$ cat config.mk
export PLATFORM = sky130hd
export DESIGN_NAME = branch_predictor_flat
export DESIGN_NICKNAME = d
export VERILOG_FILES = /design/src/rtl/branch_predictor_pkg.sv /design/src/rtl/branch_predictor_if.sv /design/src/rtl/branch_predictor_sat_counter.sv /design/src/rtl/branch_predictor.sv /design/src/flat_wrapper.sv
export SDC_FILE = /design/constraint.sdc
export NUM_CORES = 1
export LEC_CHECK = 0
export ABC_AREA = 1
export BUFFER_PORTS_ARGS = -buffer_cell sky130_fd_sc_hd__buf_2
export CAP_MARGIN = 25
export CORE_MARGIN = 10
export CORE_UTILIZATION = 63
export DETAILED_ROUTE_END_ITERATION = 6
export HOLD_SLACK_MARGIN = 0.1
export PLACE_DENSITY = 0.93
export RECOVER_POWER = 25
export SETUP_SLACK_MARGIN = 0.4
export SLEW_MARGIN = 20
export SYNTH_ARGS = -nofsm -noshare
export SYNTH_HDL_FRONTEND = slang
export SYNTH_SLANG_ARGS = --single-unit
$ cat constraint.sdc
create_clock -name clk -period 5.9 [get_ports clk]
set_clock_uncertainty 0.15 [all_clocks]
set_input_delay 1.18 -clock clk [delete_from_list [all_inputs] [get_ports clk]]
set_output_delay 1.18 -clock clk [all_outputs]
set_load 0.02 [all_outputs]
$ cat src/rtl/branch_predictor_pkg.sv
// Shared types for the IF/ID dynamic branch predictor: 2-bit counter states and table size default.
package branch_predictor_pkg;

    typedef enum logic [1:0] {
        BP_SNT = 2'b00,
        BP_WNT = 2'b01,
        BP_WT  = 2'b10,
        BP_ST  = 2'b11
    } bp_state_e;

    localparam int BP_BHT_BITS = 6;

endpackage

$ cat src/rtl/branch_predictor_if.sv
// Pipeline-side signal bundle of the branch predictor; master = pipeline/hazard logic, slave = predictor.
interface branch_predictor_if #(
    parameter int PC_W = 32
);
    logic            stallF;
    logic            stallD;
    logic            flushD;
    logic [PC_W-1:0] pcF;
    logic            branchF;
    logic            predict_takenF;
    logic            branchD;
    logic            actual_takenD;
    logic            predict_takenD;
    logic            mispredictD;
    logic [31:0]     branch_cnt;
    logic [31:0]     mispredict_cnt;

    modport master (
        output stallF, stallD, flushD, pcF, branchF, branchD, actual_takenD,
        input  predict_takenF, predict_takenD, mispredictD, branch_cnt, mispredict_cnt
    );

    modport slave (
        input  stallF, stallD, flushD, pcF, branchF, branchD, actual_takenD,
        output predict_takenF, predict_takenD, mispredictD, branch_cnt, mispredict_cnt
    );
endinterface

$ cat src/rtl/branch_predictor_sat_counter.sv
// Next-state function of one 2-bit saturating direction counter.
module bp_sat_counter
    import branch_predictor_pkg::*;
(
    input  bp_state_e cur,
    input  logic      taken,
    output bp_state_e nxt
);

    function automatic bp_state_e sat_step(bp_state_e c, logic t);
        if (t) begin
            return (c == BP_ST) ? BP_ST : bp_state_e'(c + 2'd1);
        end
        return (c == BP_SNT) ? BP_SNT : bp_state_e'(c - 2'd1);
    endfunction

    assign nxt = sat_step(cur, taken);

endmodule

$ cat src/rtl/branch_predictor.sv
// Bimodal branch predictor: predicts in IF from a PC-indexed counter table, checks and trains in ID.
// Optional statistics counters are built when BP_STATS_EN is defined.
module branch_predictor
    import branch_predictor_pkg::*;
#(
    parameter int BHT_BITS = BP_BHT_BITS,
    parameter int PC_W     = 32
) (
    input logic               clk,
    input logic               rst,
    branch_predictor_if.slave bus
);

    localparam int ENTRIES = 1 << BHT_BITS;

    logic [1:0]          bht [ENTRIES];
    logic [BHT_BITS-1:0] idx_f;
    logic [BHT_BITS-1:0] idx_p1;
    logic                pred_p1;
    logic                train;
    bp_state_e           nxt;
    logic                unused_bits;

    // stallF never affects this block; upper/lower PC bits are outside the index
    assign unused_bits = ^{bus.stallF, bus.pcF[PC_W-1:BHT_BITS+2], bus.pcF[1:0]};

    // IF stage: combinational lookup, no bypass from the same-cycle write
    assign idx_f              = bus.pcF[BHT_BITS+1:2];
    assign bus.predict_takenF = bus.branchF & bht[idx_f][1];

    // IF -> ID boundary
    always_ff @(posedge clk) begin
        if (rst || bus.flushD) begin
            pred_p1 <= 1'b0;
            idx_p1  <= '0;
        end else if (!bus.stallD) begin
            pred_p1 <= bus.predict_takenF;
            idx_p1  <= idx_f;
        end
    end

    // ID stage: check against the resolved direction and train once on exit
    assign bus.predict_takenD = pred_p1;
    assign bus.mispredictD    = bus.branchD & (pred_p1 ^ bus.actual_takenD);
    assign train              = bus.branchD & ~bus.stallD;

    bp_sat_counter u_sat (
        .cur   (bp_state_e'(bht[idx_p1])),
        .taken (bus.actual_takenD),
        .nxt   (nxt)
    );

    always_ff @(posedge clk) begin
        if (rst) begin
            for (int i = 0; i < ENTRIES; i++) begin
                bht[i] <= BP_WNT;
            end
        end else if (train) begin
            bht[idx_p1] <= nxt;
        end
    end

`ifdef BP_STATS_EN
    logic [31:0] branch_cnt_q;
    logic [31:0] mispredict_cnt_q;

    always_ff @(posedge clk) begin
        if (rst) begin
            branch_cnt_q     <= '0;
            mispredict_cnt_q <= '0;
        end else if (train) begin
            branch_cnt_q     <= branch_cnt_q + 32'd1;
            mispredict_cnt_q <= mispredict_cnt_q + {31'd0, bus.mispredictD};
        end
    end

    assign bus.branch_cnt     = branch_cnt_q;
    assign bus.mispredict_cnt = mispredict_cnt_q;
`else
    assign bus.branch_cnt     = 32'd0;
    assign bus.mispredict_cnt = 32'd0;
`endif

endmodule

$ cat src/flat_wrapper.sv
// flat-port wrapper written by rule: the top's interface ports become plain ports
module branch_predictor_flat import branch_predictor_pkg::*;
#(
    parameter int BHT_BITS = BP_BHT_BITS,
    parameter int PC_W     = 32
)
  (clk, rst, bus_stallF, bus_stallD, bus_flushD, bus_pcF, bus_branchF, bus_branchD, bus_actual_takenD, bus_predict_takenF, bus_predict_takenD, bus_mispredictD, bus_branch_cnt, bus_mispredict_cnt);
  branch_predictor_if #(.PC_W(PC_W)) bus_i ();
  input logic clk;
  input logic rst;
  input wire logic [$bits(bus_i.stallF)-1:0] bus_stallF;
  input wire logic [$bits(bus_i.stallD)-1:0] bus_stallD;
  input wire logic [$bits(bus_i.flushD)-1:0] bus_flushD;
  input wire logic [$bits(bus_i.pcF)-1:0] bus_pcF;
  input wire logic [$bits(bus_i.branchF)-1:0] bus_branchF;
  input wire logic [$bits(bus_i.branchD)-1:0] bus_branchD;
  input wire logic [$bits(bus_i.actual_takenD)-1:0] bus_actual_takenD;
  output wire logic [$bits(bus_i.predict_takenF)-1:0] bus_predict_takenF;
  output wire logic [$bits(bus_i.predict_takenD)-1:0] bus_predict_takenD;
  output wire logic [$bits(bus_i.mispredictD)-1:0] bus_mispredictD;
  output wire logic [$bits(bus_i.branch_cnt)-1:0] bus_branch_cnt;
  output wire logic [$bits(bus_i.mispredict_cnt)-1:0] bus_mispredict_cnt;
  assign bus_i.stallF = bus_stallF;
  assign bus_i.stallD = bus_stallD;
  assign bus_i.flushD = bus_flushD;
  assign bus_i.pcF = bus_pcF;
  assign bus_i.branchF = bus_branchF;
  assign bus_i.branchD = bus_branchD;
  assign bus_i.actual_takenD = bus_actual_takenD;
  assign bus_predict_takenF = bus_i.predict_takenF;
  assign bus_predict_takenD = bus_i.predict_takenD;
  assign bus_mispredictD = bus_i.mispredictD;
  assign bus_branch_cnt = bus_i.branch_cnt;
  assign bus_mispredict_cnt = bus_i.mispredict_cnt;
  branch_predictor #(.BHT_BITS(BHT_BITS), .PC_W(PC_W)) u_core (.clk(clk), .rst(rst), .bus(bus_i));
endmodule
==> flow_summary.json <==
{
  "setup-violations-final": 0,
  "clk_latency_ns": 0.42,
  "tns_ns": 0,
  "grt_pass1_vias": 7232,
  "fin_crit_sh": 0.790,
  "fp.dieW_um": 136,
  "cp-start-kind": "primary input",
  "rsz0062_at_grt": "no",
  "cts_setup_buffers": 0,
  "dieHeight_um": 136,
  "gp_congestion": 0.892,
  "path_delay_family": "buffers and inverters",
  "diodes": 0,
  "post-route-util": 0.671,
  "critPathCaptureType": "output port",
  "clock.fmax_ghz": 0.214,
  "cp_num_buf_inv": 4,
  "dr.first_iter.drc_count": 1345,
  "syn2layout_area_growth_pct": 4.79,
  "yosys_warnings": 0,
  "ys_seq_area_frac": 0.484,
  "cts_inserted_buffers": 17,
  "drive_above_1_share": 0.119,
  "cpMaxStageDelayCell": "clkinv_1",
  "core-area_um2": 13200,
  "clock_path_buffers": 2,
  "io_buffers": 15,
  "power-per-cell-area_nw_per_um2": 285,
  "vias": 7506,
  "vias_per_cell": 6.02,
  "required_ns": 4.57,
  "critPathMostFrequentCell": "nand2_1",
  "num_rows": 42,
  "final-hold-violation-count": 0,
  "synthCells": 1073,
  "dr.pass1.iters": 5,
  "yosysUniqueCellTypes": 24,
  "grt_pass1_wl_um": 35700,
  "outcome": "completed",
  "wl_per_cell_um": 18.3,
  "hold_class": "register to register",
  "path_depth": 11,
  "nets": 1098,
  "ys_seq_elements": 141,
  "crit_path_max_fanout": 9,
  "grt_max_degree": 65,
  "clk_pin_slew_ns": 0.06,
  "dieArea_um2": 18500,
  "grt-ovfl-total": 0,
  "antenna_found_initial": 0,
  "cts_tree": "done",
  "layout_setup_ws_ns": 1.24,
  "place_ws_ns": 1.52,
  "path_cells": "clkbuf_1 -> clkinv_1 -> nand3_1 -> nand2_1 -> nand2_1 -> nand3_1 -> nand3_1 -> nand2_1 -> nand2_1 -> inv_1 -> buf_2",
  "drv_cap": 0,
  "synth_area_um2": 8480,
  "clockRootBuffer": "clkbuf_16",
  "grt.total_usage": 0.248,
  "cts_resized": 0,
  "path_class": "primary input to output port",
  "hold_depth": 2,
  "syn_avg_cell_area_um2": 7.91,
  "cts.sinks": 141,
  "drtAntennaViolNets": 0,
  "r2r_cells": 14,
  "post-dp-hpwl_um": 13500,
  "wl_um": 22800,
  "ios": 107,
  "slew_headroom": 0.367,
  "final_max_slew_viol_count": 0,
  "worstPathArrival_ns": 3.33,
  "initial_core_util": 0.641,
  "tightestPinTransition_ns": 0.950,
  "period_minus_slack_ns": 4.66,
  "holdBufCountCts": 0,
  "max_stage_delay_ns": 0.64,
  "htreeDepth": 4,
  "vdd_drop_max_uv": 221,
  "p_leak_nw": 3.34,
  "drc": 0,
  "nFillCells": 932
}
-- placed cells by master, fill, tap and decap left out, types with 3 or more instances in the layout --
cell type,count
inv_1,92
bufinv_16,3
inv_2,3
nand2_1,315
edfxtp_1,128
nand4_1,3
buf_2,12
dfxtp_1,12
conb_1,64
buf_4,10
buf_12,3
o21ai_0,8
nor2_2,60
nand2_2,3
nand3_1,226
clkinv_2,4
clkinvlp_4,6
nor2_1,78
nor3_1,5
clkbuf_1,3
a21oi_1,8
clkbuf_16,17
-- report_power, final --
group          internal [mW]  switching (mW)
Sequential              1.11          0.0144
Clock                  0.662           0.421
Combinational         0.0689           0.260
Total                   1.84           0.696
-- flip-flops by register name, indices dropped and copies added (netlist names), named ones only --
name,flops
u_core.bht,128
u_core.bus.predict_takenD,1
u_core.idx_p1,6
-- area by class of cell --
cell class	instances	area, µm²	area share
Sequential cell	141	4110	0.462
Multi-Input combinational cell	774	3400	0.382
Clock buffer	17	425	0.0479
Inverter	96	360	0.0405
Tap cell	176	220	0.0248
Timing Repair Buffer	28	206	0.0232
Clock inverter	15	173	0.0194
-- worst paths after layout --
check / slack [ns] / startpoint / endpoint
worst max register to register: 2.54 / register / u_core.bht[10][0]
worst min-delay path: 0.44 / u_core.bus.predict_takenD / u_core.bus.predict_takenD
worst max-delay path: 1.24 / bus_pcF[4] / bus_predict_takenF
worst min register to register: 0.44 / u_core.bus.predict_takenD / u_core.bus.predict_takenD
-- cells by family after synthesis --
kind of cell	count (synthesis)	share of synthesized area
DFF	141	0.484
and+or+nand+nor	694	0.363
AOI/OAI and AO/OA	16	0.00944
other	1	0.000442
buffers and inverters	221	0.143
-- Yosys cell counts --
cell type  instances  area share
nand4_1            3      0.0022
conb_1             1     0.00044
nor3_2             1      0.0012
o21ai_0            8      0.0047
nand2_1          316        0.14
nand3_1          226        0.13
dfxtp_1           13       0.031
nor3_1             4      0.0024
nand2_2            2      0.0015
clkinv_1           1     0.00044
inv_2              3      0.0013
nand2_4            1      0.0013
inv_1             92       0.041
buf_1              1     0.00044
nor2_2            60       0.044
clkbuf_1          19      0.0084
edfxtp_1         128        0.45
buf_6             12       0.016
buf_4             71       0.063
or2_2              2      0.0015
nor2_1            78       0.035
a21oi_1            8      0.0047
buf_2             22       0.013
nand3b_2           1      0.0013
-- metal layers --
layer / up-vias / global-route usage / routed length [µm]
li1: 3318 / - / -
met1: 3436 / 0.282 / 7260
met2: 617 / 0.401 / 10700
met3: 135 / 0.0624 / 3490
met4: 0 / 0.177 / 1380
met5: - / 0 / 0
-- per-stage QoR --
| step | instance area, µm² | power (mW) | hold slack [ns] | std cells |
|---|---|---|---|---|
| after global placement | 8260 | 1.45 | 0.403 | 1213 |
| final | 8890 | 2.53 | 0.443 | 1247 |
| after floorplan | 8720 | 1.43 | 0.380 | 1136 |
| after global routing | 8890 | 2.60 | 0.475 | 1247 |
| after CTS | 8900 | 2.52 | 0.446 | 1247 |
| after detailed placement | 8300 | 1.45 | 0.427 | 1215 |
-- worst min-delay path, stage by stage, from the launching register on --
cell     delay (ns)
dfxtp_1        0.33
o21ai_0        0.17
a21oi_1        0.05
Power figures use the tool's default switching activity.
